`config.mk`:
```
export PLATFORM = sky130hd
export DESIGN_NAME = de0_wrapper
export DESIGN_NICKNAME = d
export VERILOG_FILES = /design/src/rtl/de0_pkg.sv /design/src/rtl/de0_wrapper_button_conditioner.sv /design/src/rtl/de0_wrapper.sv
export SDC_FILE = /design/constraint.sdc
export NUM_CORES = 1
export LEC_CHECK = 0
export CORE_UTILIZATION = 40
export CTS_CLUSTER_SIZE = 28
export DETAILED_ROUTE_END_ITERATION = 10
export GPL_TIMING_DRIVEN = 0
export HOLD_SLACK_MARGIN = 0.12
export PLACE_DENSITY_LB_ADDON = 0.15
export SYNTH_ARGS = -nofsm -noshare
export SYNTH_HDL_FRONTEND = slang
export SYNTH_SLANG_ARGS = --single-unit
```
`constraint.sdc`:
```
create_clock -name CLOCK_50 -period 8.9 [get_ports CLOCK_50]
set_clock_uncertainty 0.15 [all_clocks]
set_input_delay 1.335 -clock CLOCK_50 [delete_from_list [all_inputs] [get_ports CLOCK_50]]
set_output_delay 1.335 -clock CLOCK_50 [all_outputs]
set_load 0.005 [all_outputs]
```
`src/rtl/de0_pkg.sv`:
```
// Shared definitions for the DE0 accumulator calculator.
//   opcode_e   : SW[3:0] opcode names
//   SEG_TABLE  : active-low 7-segment glyphs for 0..F (bit7 = DP, off)
//   hex_to_seg : nibble -> 8-bit segment pattern
package de0_pkg;

    typedef enum logic [3:0] {
        OP_INC   = 4'd0,
        OP_DEC   = 4'd1,
        OP_SHL   = 4'd2,
        OP_SHR   = 4'd3,
        OP_NOT   = 4'd4,
        OP_ADDI  = 4'd5,
        OP_SUBI  = 4'd6,
        OP_ANDI  = 4'd7,
        OP_SWAPB = 4'd8,
        OP_LOADI = 4'd12,
        OP_CLR   = 4'd15
    } opcode_e;

    localparam logic [7:0] SEG_TABLE [16] = '{
        8'hC0, 8'hF9, 8'hA4, 8'hB0, 8'h99, 8'h92, 8'h82, 8'hF8,
        8'h80, 8'h90, 8'h88, 8'h83, 8'hC6, 8'hA1, 8'h86, 8'h8E
    };

    function automatic logic [7:0] hex_to_seg(input logic [3:0] nibble);
        return SEG_TABLE[nibble];
    endfunction

endpackage

```
`src/rtl/de0_wrapper_button_conditioner.sv`:
```
// Push-button conditioner: synchroniser, debouncer and press-edge detector.
//   clk, rst_n : clock, asynchronous active-low reset
//   btn_n      : raw active-low button pin
//   press      : one-cycle pulse on each debounced released->pressed edge
module button_conditioner #(
    parameter int SYNC_STAGES     = 2,
    parameter int DEBOUNCE_CYCLES = 16
) (
    input  logic clk,
    input  logic rst_n,
    input  logic btn_n,
    output logic press
);
    import de0_pkg::*;

    localparam int CW = $clog2(DEBOUNCE_CYCLES + 1);
    localparam logic [CW-1:0] CNT_LAST = CW'(DEBOUNCE_CYCLES - 1);

    logic [SYNC_STAGES-1:0] sync_q, sync_d;
    logic [CW-1:0]          cnt_q, cnt_d;
    logic                   db_q, db_d;
    logic                   press_q, press_d;
    logic                   sync_out;

    assign sync_out = sync_q[SYNC_STAGES-1];
    assign press    = press_q;

    always_comb begin
        sync_d    = sync_q;
        sync_d[0] = ~btn_n;
        for (int i = 1; i < SYNC_STAGES; i++) begin
            sync_d[i] = sync_q[i-1];
        end

        // The counter runs only while the synchronised input disagrees with
        // the accepted level; any agreement restarts the stability window.
        cnt_d = '0;
        db_d  = db_q;
        if (sync_out != db_q) begin
            if (cnt_q == CNT_LAST) begin
                db_d = sync_out;
            end else begin
                cnt_d = cnt_q + 1'b1;
            end
        end

        press_d = db_d & ~db_q;
    end

    always_ff @(posedge clk or negedge rst_n) begin
        if (!rst_n) begin
            sync_q  <= '0;
            cnt_q   <= '0;
            db_q    <= 1'b0;
            press_q <= 1'b0;
        end else begin
            sync_q  <= sync_d;
            cnt_q   <= cnt_d;
            db_q    <= db_d;
            press_q <= press_d;
        end
    end

endmodule

```
`src/rtl/de0_wrapper.sv`:
```
// DE0 board top: 16-bit accumulator calculator driven by two push-buttons.
//   CLOCK_50  : 50 MHz clock
//   KEY[2]    : asynchronous active-low reset; KEY[1:0] active-low buttons
//   SW[3:0]   : opcode; SW[9:4] : 6-bit immediate
//   LEDG      : {ACC==0, CARRY, EVCNT, SW[3:0]}
//   HEX0..3   : ACC nibbles as active-low 7-segment glyphs
module de0_wrapper #(
    parameter int DEBOUNCE_CYCLES = 16,
    parameter int SYNC_STAGES     = 2
) (
    input  logic       CLOCK_50,
    input  logic [2:0] KEY,
    input  logic [9:0] SW,
    output logic [9:0] LEDG,
    output logic [7:0] HEX0,
    output logic [7:0] HEX1,
    output logic [7:0] HEX2,
    output logic [7:0] HEX3
);
    import de0_pkg::*;

    logic        rst_n;
    logic        press0, press1;
    logic [15:0] acc_q, acc_d;
    logic [15:0] breg_q, breg_d;
    logic        carry_q, carry_d;
    logic [3:0]  evcnt_q, evcnt_d;
    logic [15:0] imm;
    logic [16:0] wide;

    assign rst_n = KEY[2];
    assign imm   = {10'b0, SW[9:4]};

    button_conditioner #(.SYNC_STAGES(SYNC_STAGES), .DEBOUNCE_CYCLES(DEBOUNCE_CYCLES))
        u_btn0 (.clk(CLOCK_50), .rst_n(rst_n), .btn_n(KEY[0]), .press(press0));

    button_conditioner #(.SYNC_STAGES(SYNC_STAGES), .DEBOUNCE_CYCLES(DEBOUNCE_CYCLES))
        u_btn1 (.clk(CLOCK_50), .rst_n(rst_n), .btn_n(KEY[1]), .press(press1));

    always_comb begin
        acc_d   = acc_q;
        breg_d  = breg_q;
        carry_d = carry_q;
        evcnt_d = evcnt_q;
        wide    = '0;

        // A swap wins over an opcode arriving in the same cycle.
        if (press1) begin
            acc_d  = breg_q;
            breg_d = acc_q;
        end else if (press0) begin
            carry_d = 1'b0;
            case (opcode_e'(SW[3:0]))
                OP_INC: begin
                    wide    = {1'b0, acc_q} + 17'd1;
                    acc_d   = wide[15:0];
                    carry_d = wide[16];
                end
                OP_DEC: begin
                    wide    = {1'b0, acc_q} - 17'd1;
                    acc_d   = wide[15:0];
                    carry_d = wide[16];
                end
                OP_SHL: begin
                    acc_d   = {acc_q[14:0], 1'b0};
                    carry_d = acc_q[15];
                end
                OP_SHR: begin
                    acc_d   = {1'b0, acc_q[15:1]};
                    carry_d = acc_q[0];
                end
                OP_NOT:   acc_d = ~acc_q;
                OP_ADDI: begin
                    wide    = {1'b0, acc_q} + {1'b0, imm};
                    acc_d   = wide[15:0];
                    carry_d = wide[16];
                end
                OP_SUBI: begin
                    wide    = {1'b0, acc_q} - {1'b0, imm};
                    acc_d   = wide[15:0];
                    carry_d = wide[16];
                end
                OP_ANDI:  acc_d = acc_q & {10'h3FF, SW[9:4]};
                OP_SWAPB: acc_d = {acc_q[7:0], acc_q[15:8]};
                OP_LOADI: acc_d = imm;
                OP_CLR:   acc_d = '0;
                default:  acc_d = acc_q;
            endcase
        end

        if (press0 || press1) begin
            evcnt_d = evcnt_q + 4'd1;
        end
    end

    always_ff @(posedge CLOCK_50 or negedge rst_n) begin
        if (!rst_n) begin
            acc_q   <= '0;
            breg_q  <= '0;
            carry_q <= 1'b0;
            evcnt_q <= '0;
        end else begin
            acc_q   <= acc_d;
            breg_q  <= breg_d;
            carry_q <= carry_d;
            evcnt_q <= evcnt_d;
        end
    end

    assign LEDG = {(acc_q == 16'd0), carry_q, evcnt_q, SW[3:0]};
    assign HEX0 = hex_to_seg(acc_q[3:0]);
    assign HEX1 = hex_to_seg(acc_q[7:4]);
    assign HEX2 = hex_to_seg(acc_q[11:8]);
    assign HEX3 = hex_to_seg(acc_q[15:12]);

endmodule

```
==> impl_metrics.env, run 1 <==
export IMPL_cp_arrival_ns=3.05
export IMPL_synth_area_leaders="dfrtp_1 23%, ha_1 7.9%, a21oi_1 4.6%"
export IMPL_firstDrtPassIters=8
export IMPL_clk_pin_slew_ns=0.08
export IMPL_drive_above_1_share_pct=11.5
export IMPL_final_nets=859
export IMPL_hp_class="register to register"
export IMPL_nFillCells=1431
export IMPL_synth_top_area_share_pct=22.9
export IMPL_yosysSeqAreaShare_pct=22.9
export IMPL_post_dp_hpwl_um=17600
export IMPL_antenna_left=0
export IMPL_final_cell_mix="55 x a21oi_1, 55 x dfrtp_1, 53 x o21ai_0"
export IMPL_worstPathMaxFanout=10
export IMPL_powerDensity_nw_per_um2=83.0
export IMPL_regArea_um2=1380
export IMPL_initial_core_util_pct=41.3
export IMPL_cap_violations=0
export IMPL_slowest_delay_ns=0.51
export IMPL_stdcell_area_um2=6950
export IMPL_timing_final_crit_period_ns=4.54
export IMPL_vdd_drop_max_mv=0.0817
export IMPL_dpl_instance_area_um2=6790
export IMPL_cp_depth=6
export IMPL_critPathKind="register to output pin"
export IMPL_dp_cells=982
export IMPL_timing_slew_headroom_pct=16.8
export IMPL_grt_max_degree=39
export IMPL_drc=0
export IMPL_area_growth_pct=15.4
export IMPL_antenna_found_initial=0
export IMPL_root_buffer="clkbuf_16"
export IMPL_vias_per_cell=6.42
export IMPL_worst_path_buf_inv=3
export IMPL_rsz0062_at_grt="no"
export IMPL_rows=44
export IMPL_syn_inst=743
export IMPL_synth_top_cell_by_area="dfrtp_1"
export IMPL_insertion_delay_ns=0.32
export IMPL_n_antenna_cell=0
export IMPL_ys_ff_latch=55
export IMPL_synth_edf_count=0
export IMPL_cts_resized=0
export IMPL_multiInputGateArea_um2=4170
export IMPL_outcome="finished, final reports clean"
export IMPL_cts_buffers=5
export IMPL_slew_viol_final=0
export IMPL_ctsHoldBuffers=0
export IMPL_cp_end_kind="output pin"
export IMPL_hold_path_depth=0
export IMPL_post_cts_buffers=0
export IMPL_gp_congestion=0.969
export IMPL_track_usage_pct=30.0
export IMPL_grt_pass1_wl_um=35900
export IMPL_synthesis_area_um2=6020
export IMPL_fin_crit_sh_pct=51.0
export IMPL_avgSynthCellArea_um2=8.10
export IMPL_synth_distinct_cells=88
export IMPL_postRouteWirelength_um=23400
export IMPL_worstMarginPinSlew_ns=1.23
export IMPL_crit_family="buffers and inverters"
export IMPL_cts_num_sinks=55
export IMPL_ioPinCount=56
export IMPL_io_buffer_count=51
export IMPL_hold_viol=0
export IMPL_dieArea_um2=15500
export IMPL_dr_total_vias=6360
export IMPL_synth_top_flop_cell="dfrtp_1"
export IMPL_tns_ns=0
export IMPL_stdcell_count=990
export IMPL_wl_per_cell_um=23.6
export IMPL_fp_dieH_um=125
export IMPL_path_cells="clkbuf_1 > inv_1 > ha_1 > nor3b_2 > and4_1 > clkdlybuf4s50_1"
export IMPL_leakagePower_nw=2.74
export IMPL_overflow=0
export IMPL_cp_slowest_cell="dfrtp_1"
export IMPL_critPathLaunchType="register"
export IMPL_htree_levels=2
export IMPL_final_util_pct=47.6
export IMPL_drt_initial_drc_count=752
export IMPL_die_x_um=125
export IMPL_cp_required_ns=7.41
export IMPL_async_reset_ff_share_pct=100
export IMPL_grt_pass1_vias=6080
export IMPL_cts_tree="built"
export IMPL_synth_warning_count=0
export IMPL_clockBufferDepth=2
export IMPL_clock_fmax_mhz=220
export IMPL_setup_viol=0
export IMPL_reg2regPathDepth=9
export IMPL_core_um2=14600
[stage by stage]
stage	hold slack (ns)	power, mW	worst slack [ns]
global route	0.219	0.595	4.24
detailed placement	0.198	0.357	4.05
finish	0.214	0.577	4.36
floorplan	0.181	0.318	5.37
global placement	0.191	0.357	4.01
CTS	0.216	0.580	4.38
[flip-flops by register name, summed over array words and instances, names as in the netlist]
signal and flops:
u_btn1.db_q 1, u_btn1.cnt_q 5, breg_q 16, u_btn0.sync_q 2
evcnt_q 4, acc_q 16, u_btn1.sync_q 2, u_btn0.press 1
u_btn0.cnt_q 5, u_btn0.db_q 1, u_btn1.press 1, carry_q 1
[final timing paths]
| kind | startpoint | to | slack, ns |
|---|---|---|---|
| worst max-delay path | acc_q[0] | LEDG[9] | 4.36 |
| worst min-delay path | u_btn0.sync_q[0] | u_btn0.sync_q[1] | 0.21 |
| min in group asynchronous | KEY[2] | acc_q[4] | 0.83 |
| max in group asynchronous | KEY[2] | breg_q[11] | 7.19 |
| worst min register to register | u_btn0.sync_q[0] | u_btn0.sync_q[1] | 0.21 |
| worst max register to register | acc_q[1] | carry_q | 5.12 |
[metal layers]
metal / up-vias / routed length [µm] / GRT usage (%)
met2: 318 / 10300 / 45.8
met3: 51 / 1810 / 4.81
met1: 3096 / 10600 / 42.3
met5: - / 0 / 0
li1: 2895 / - / -
met4: 0 / 756 / 11.2
[cell families (layout without fill, tap and decap cells)]
family | Yosys count | after routing | share of synthesized area, %
AOI/OAI and AO/OA | 247 | 247 | 27.7
buffers and inverters | 103 | 163 | 8.04
and+or+nand+nor | 236 | 236 | 22.4
xor gates and xnor gates | 23 | 23 | 3.35
DFF | 55 | 55 | 22.9
muxes | 38 | 38 | 6.98
other | 1 | 4 | 0.0623
adders and majority gates | 40 | 40 | 8.56
[report_power, final]
| group | leakage [nW] | internal (mW) | switching [mW] |
|---|---|---|---|
| Combinational | 1.91 | 0.0389 | 0.0609 |
| Sequential | 0.749 | 0.253 | 0.00271 |
| Clock | 0.0776 | 0.109 | 0.112 |
| Total | 2.74 | 0.401 | 0.175 |
[layout make-up]
type,count,share of cell area [%]
plain buffers,71,5.24
clock buffers,5,1.80
clock inverters,3,0.486
inverters,32,1.73
multi-input cells,588,60.0
flip-flops and latches,55,19.8
well taps,184,3.31
repair buffers,52,7.57
[worst register-to-register path, stage by stage (launching register included)]
cell and delay (ns):
dfrtp_1 0.56, buf_2 0.33, inv_1 0.20, fa_1 0.48, nor3_1 0.29, o311ai_1 0.19, a21oi_1 0.75, a31oi_1 0.22
or3_1 0.35, a41oi_1 0.18
[synthesized netlist by cell type (5+ instances only)]
cell / n
clkbuf_1: 25
buf_4: 16
o22ai_1: 8
nor2_1: 48
a22oi_1: 7
mux2i_1: 15
o211ai_1: 10
and3_1: 9
a221oi_1: 10
nor3b_1: 6
nor2b_1: 16
mux2_2: 22
o221ai_1: 6
inv_1: 32
nand3_1: 22
a211oi_1: 11
o21ai_0: 53
nor3_1: 17
nand3b_1: 6
or3_1: 12
xnor2_1: 21
nand2b_1: 9
o21a_1: 5
a211o_1: 7
dfrtp_1: 55
nand2_1: 46
o32ai_1: 5
a21oi_1: 55
buf_1: 10
buf_2: 18
nand4_1: 6
ha_1: 38
a31oi_1: 16
No activity file was read; power rests on OpenSTA's default activity.
==> inputs of run 2 (changes only) <==
Clock period 8.9 ns to 4.15 ns, I/O delays scaled along.
==> results of run 2 <==
Same layout as run 1 (identical final DEF). Status: finished, final reports clean.
Main changes from that run: setup slack after placement 4.05 ns -> 0.0168 ns; setup slack after layout 4.36 ns -> 0.326 ns; hold slack 0.214 ns -> 0.120 ns; register-to-register setup slack 5.12 ns -> 0.37 ns; total power 0.577 mW -> 1.24 mW; worst IR drop on VDD 0.0817 mV -> 0.175 mV
==> inputs of run 3 (changes only) <==
Settings changed: CTS_CLUSTER_DIAMETER from default to 150, CTS_CLUSTER_SIZE 28 to 10.
==> results of run 3 <==
Same layout as run 1 (identical final DEF). Status: finished, final reports clean.
Main changes from that run: setup slack after placement 4.05 ns -> 0.0168 ns; setup slack after layout 4.36 ns -> 0.326 ns; hold slack 0.214 ns -> 0.120 ns; register-to-register setup slack 5.12 ns -> 0.37 ns; total power 0.577 mW -> 1.24 mW; worst IR drop on VDD 0.0817 mV -> 0.175 mV
